`src/rtl/v60_regmask_seq.sv`:
```
// Multi-register transfer sequencer: walks a register mask one register per beat,
// streaming register-file contents out (store) or load data into the register file.
module v60_regmask_seq #(
  parameter int REG_WIDTH = 32,
  parameter int NUM_REGS  = 32,
  parameter int ADDR_W    = 5
) (
  input  logic                 clk,
  input  logic                 rst,
  input  logic                 start,
  input  logic                 dir,
  input  logic                 order,
  input  logic [NUM_REGS-1:0]  mask,
  input  logic                 abort,
  output logic                 busy,
  output logic                 done,
  output logic [5:0]           count,
  output logic [ADDR_W-1:0]    rf_raddr,
  input  logic [REG_WIDTH-1:0] rf_rdata,
  output logic [ADDR_W-1:0]    rf_waddr,
  output logic [REG_WIDTH-1:0] rf_wdata,
  output logic                 rf_wen,
  output logic                 st_valid,
  input  logic                 st_ready,
  output logic [REG_WIDTH-1:0] st_data,
  output logic [ADDR_W-1:0]    st_idx,
  input  logic                 ld_valid,
  output logic                 ld_ready,
  input  logic [REG_WIDTH-1:0] ld_data
);

  typedef enum logic [2:0] {
    IDLE     = 3'd0,
    ST_FETCH = 3'd1,
    ST_SEND  = 3'd2,
    LD_WAIT  = 3'd3,
    DONE     = 3'd4
  } state_t;

  state_t                 state_reg;
  logic [NUM_REGS-1:0]    pending_reg;
  logic                   order_reg;
  logic [5:0]             count_reg;
  logic [REG_WIDTH-1:0]   st_data_reg;
  logic [ADDR_W-1:0]      st_idx_reg;

  logic [ADDR_W-1:0]      cur;
  logic [NUM_REGS-1:0]    pending_next;
  logic [5:0]             count_inc;
  logic                   ld_take;

  // Priority pick: the last match in the scan wins, so scan opposite to the wanted end.
  always_comb begin
    cur = '0;
    if (order_reg) begin
      for (int i = 0; i < NUM_REGS; i++)
        if (pending_reg[i]) cur = ADDR_W'(i);
    end else begin
      for (int i = NUM_REGS - 1; i >= 0; i--)
        if (pending_reg[i]) cur = ADDR_W'(i);
    end
  end

  assign pending_next = pending_reg & ~(NUM_REGS'(1) << cur);
  assign count_inc    = (count_reg < 6'(NUM_REGS)) ? count_reg + 6'd1 : count_reg;
  assign ld_take      = (state_reg == LD_WAIT) && ld_valid && !abort;

  assign busy     = (state_reg != IDLE);
  assign done     = (state_reg == DONE);
  assign count    = count_reg;
  assign st_valid = (state_reg == ST_SEND);
  assign st_data  = st_data_reg;
  assign st_idx   = st_idx_reg;
  assign ld_ready = (state_reg == LD_WAIT) && !abort;
  assign rf_raddr = (state_reg == ST_FETCH) ? cur : '0;
  assign rf_wen   = ld_take;
  assign rf_waddr = ld_take ? cur : '0;
  assign rf_wdata = ld_take ? ld_data : '0;

  always_ff @(posedge clk) begin
    if (rst) begin
      state_reg   <= IDLE;
      pending_reg <= '0;
      order_reg   <= 1'b0;
      count_reg   <= '0;
      st_data_reg <= '0;
      st_idx_reg  <= '0;
    end else if (abort && state_reg != IDLE) begin
      // Completed beats stay counted; the handshake in this cycle is dropped.
      state_reg   <= IDLE;
      pending_reg <= '0;
    end else begin
      case (state_reg)
        IDLE: begin
          if (start) begin
            pending_reg <= mask;
            order_reg   <= order;
            count_reg   <= '0;
            if (mask == '0)
              state_reg <= DONE;
            else if (dir)
              state_reg <= LD_WAIT;
            else
              state_reg <= ST_FETCH;
          end
        end
        ST_FETCH: begin
          st_data_reg <= rf_rdata;
          st_idx_reg  <= cur;
          state_reg   <= ST_SEND;
        end
        ST_SEND: begin
          if (st_ready) begin
            pending_reg <= pending_next;
            count_reg   <= count_inc;
            state_reg   <= (pending_next == '0) ? DONE : ST_FETCH;
          end
        end
        LD_WAIT: begin
          if (ld_valid) begin
            pending_reg <= pending_next;
            count_reg   <= count_inc;
            state_reg   <= (pending_next == '0) ? DONE : LD_WAIT;
          end
        end
        DONE:    state_reg <= IDLE;
        default: state_reg <= IDLE;
      endcase
    end
  end

endmodule

```
`config.mk`:
```
export PLATFORM = sky130hd
export DESIGN_NAME = v60_regmask_seq
export DESIGN_NICKNAME = d
export VERILOG_FILES = /design/src/rtl/v60_regmask_seq.sv
export SDC_FILE = /design/constraint.sdc
export NUM_CORES = 1
export LEC_CHECK = 0
export CAP_MARGIN = 10
export CORE_MARGIN = 4
export CORE_UTILIZATION = 44
export DETAILED_ROUTE_END_ITERATION = 10
export PLACE_DENSITY = 0.86
export SYNTH_ARGS = -nofsm -noshare
export SYNTH_HDL_FRONTEND = slang
export SYNTH_SLANG_ARGS = --single-unit
```
`constraint.sdc`:
```
create_clock -name clk -period 3.7 [get_ports clk]
set_clock_uncertainty 0.2 [all_clocks]
set_input_delay 0.925 -clock clk [delete_from_list [all_inputs] [get_ports clk]]
set_output_delay 0.925 -clock clk [all_outputs]
set_load 0.05 [all_outputs]
```
==> summary.txt <==
Die
  – Rows: 38
  – Chip Height: 113 um
  – Num ports: 194
  – Initial Util: 45.1%
  – Die ar.: 12900 sq um
  – Die Width: 113 um
  – Core area: 10800 sq um

Pwr
  – Internal power: 3.51 mW
  – Switch share: 53.4%
  – P_sw: 4.03 mW
  – Clock share of power: 10.0%
  – PD cells: 956 nW/um^2
  – Pleak: between 3 and 4 nW
  – Worst vdd ir: between 0.5 and 0.6 mV
  – Register share of total power: 18.1%
  – Comb pwr share: a little under three quarters

Timing
  – Tcrit/Tclk final: 98.8%
  – Tmin final: between 3000 and 4000 ps
  – Smallest hold slack: ~260 ps
  – Final Max Slew Viols: 0
  – Setup ws final: 43.8 ps
  – Least-Margin Pin Slew: 675 ps
  – Max-slew headroom: 54.7%
  – Fmax achieved: roughly 0.27 GHz
  – Final Hold Fails: 0
  – Setup violations, final: 0

Routing
  – Drt pass-1 iters: 7
  – Drt total wl: 18800 um
  – DRC viols: 0
  – 1st-iter DRT viols: just under 700
  – Via Count: slightly above 6000
  – ANT nets after route: 0
  – Routed WL per cell: approximately 18 um
  – Post-DR vias/cell: 5.91

Job
  – Max Cap Viol: 0

Global routing
  – Initial antenna violation count: 0
  – Vias in the first global route: 5867
  – Largest net degree at the start of global routing: 40
  – First-pass GRT wire length: between 20000 and 30000 um
  – GRT Overall Usage: between 20 and 30%
  – Congestion Overflow GR: 0

Placed design
  – Port bufs: 193
  – GPL Wtd Cong: 1.07
  – DP Wirelength: 14400 um
  – Worst slack, placed: 133 ps

Synthesis
  – Seq/Total Area, Yosys: 32.3%
  – Post-synth ARST share: 0%
  – Net count after synthesis: 806
  – #FFs+latches synth: just under 80
  – Warnings, synthesis: 0
  – Synthesized area: ~4900 sq um
  – Post-synth EDFFs: 0
  – Cells after Synth: 701
  – Ys flop type: dfxtp_1
  – Yosys cell types: 61
  – Post-Syn Area per Cell: around 7 sq um

Clock tree
  – CTS root buf: clkbuf_8
  – Clock Pin Slew Worst Setup and Hold Paths: about 90 ps
  – Clock sinks: 79
  – CTS tree: done
  – Clock buffer depth: 2
  – H-tree levels: 3
  – CTS Buf Count: 9
  – Clock Latency Late Sink: 370 ps

Finish
  – Most common cell after layout, fill and taps aside: clkdlybuf4s50_1
  – Most frequent cells in the layout: clkdlybuf4s50_1, nand2_1, nor2_1
  – Layout cells sized above 1: 16.0%
  – Antenna diode instance count: 0
  – Filler cells: 850
  – Area Growth Syn to Fin: 61.2%
  – Nets@finish: around 1000

Run status
  – Status: finished, final reports clean

Setup path
  – Critical Path Start Type: flop
  – CP Capture Type: output port
  – Critical path type: reg -> out
  – WP data arrival: roughly 2500 ps
  – Crit-path max FO: 10
  – Required time worst endpoint: 2570 ps

Hold path
  – Hold WC Path Type: reg -> reg
## cells by family (layout without fill, tap and decap cells)
group / after synthesis / in the layout / share of synthesized area, %
AOI/OAI and AO/OA: 216 / 216 / 28.0
xor gates and xnor gates: 4 / 4 / 0.716
adders and majority gates: 1 / 1 / 0.256
buffers and inverters: 70 / 274 / 5.68
DFF: 79 / 79 / 32.3
muxes: 4 / 4 / 0.818
and+or+nand+nor: 327 / 327 / 32.2
## synthesized netlist by cell type, types with 4 or more instances
cell	number	area, sq um
inv_1	13	48.8
o21ai_0	42	210
nand2b_1	9	56.3
mux2i_1	4	40.0
a41oi_1	4	35.0
nor2b_1	6	37.5
nand4_1	8	50.1
or3_1	8	50.1
nor3_1	18	90.1
dfxtp_1	79	1580
o211ai_1	4	30.0
or2_2	6	37.5
and3_1	33	206
or4_1	9	67.6
nand2_1	109	409
nor2_1	84	315
clkbuf_1	48	180
a21oi_1	78	390
o31ai_1	12	90.1
nand3_1	8	40.0
nor4_1	17	106
o21bai_1	5	37.5
and2_1	4	25.0
a211oi_1	11	82.6
a22oi_1	19	143
buf_2	6	30.0
## repair_timing
action | 4_1_cts | 5_1_grt
resized for setup | 2 | 18
pin swaps | 0 | 1
hold buffers | 0 | 0
setup endpoints to repair | 2 | 9
setup buffers | 0 | 1
## metrics by stage
stage          setup TNS, ps  power [mW]  std cells  area (sq um)  utilization (%)
2_1_floorplan              0        4.39        701          4890                -
3_3_place_gp               0        6.35       1028          7570             69.9
3_5_place_dp               0        6.39       1028          7570             69.9
4_1_cts                    0        7.19       1044          7810             72.1
5_1_grt                 -244        7.91       1045          7890             72.7
6_report                   0        7.54       1045          7890             72.7
## final timing paths
| kind | from | to | slack (ps) | cells after the start |
|---|---|---|---|---|
| hold reg to reg | st_data[12] | st_data[12] | 260 | 2 |
| setup reg to reg | pending_reg[14] | state_reg[0] | 160 | 12 |
| hold / removal | st_data[12] | st_data[12] | 260 | 2 |
| setup / recovery | pending_reg[14] | rf_waddr[2] | 40 | 7 |
## power groups by stage
stage	Combinational (mW)	Sequential [mW]	Clock, mW
detailed placement	5.04	1.35	0
global route	5.72	1.39	0.791
global placement	5.01	1.34	0
finish	5.43	1.36	0.750
floorplan	2.96	1.43	0
CTS	5.10	1.33	0.758
## layer usage
metal,up-vias,track usage [%],part of all wire (%)
li1,2931,-,-
met1,2717,35.0,37
met2,436,47.7,47
met3,87,7.16,11
met4,0,12.4,4.5
met5,-,0,0
## final cells by class
| type | instances | area (sq um) | share of cell area, % |
|---|---|---|---|
| Sequential cell | 79 | 1590 | 20.1 |
| Inverter | 13 | 48.8 | 0.619 |
| Tap cell | 140 | 175 | 2.22 |
| Clock inverter | 7 | 105 | 1.33 |
| Timing Repair Buffer | 245 | 2740 | 34.7 |
| Multi-Input combinational cell | 552 | 3110 | 39.4 |
| Clock buffer | 9 | 124 | 1.57 |
## worst max-delay path: stages (launching register included)
cell and delay, ps:
dfxtp_1 420, or4_4 560, a211oi_2 260, o21ai_2 140, a32oi_4 290, buf_4 230, nor2_1 100, buf_12 160
Note: power is estimated with default switching activity, not from simulation.
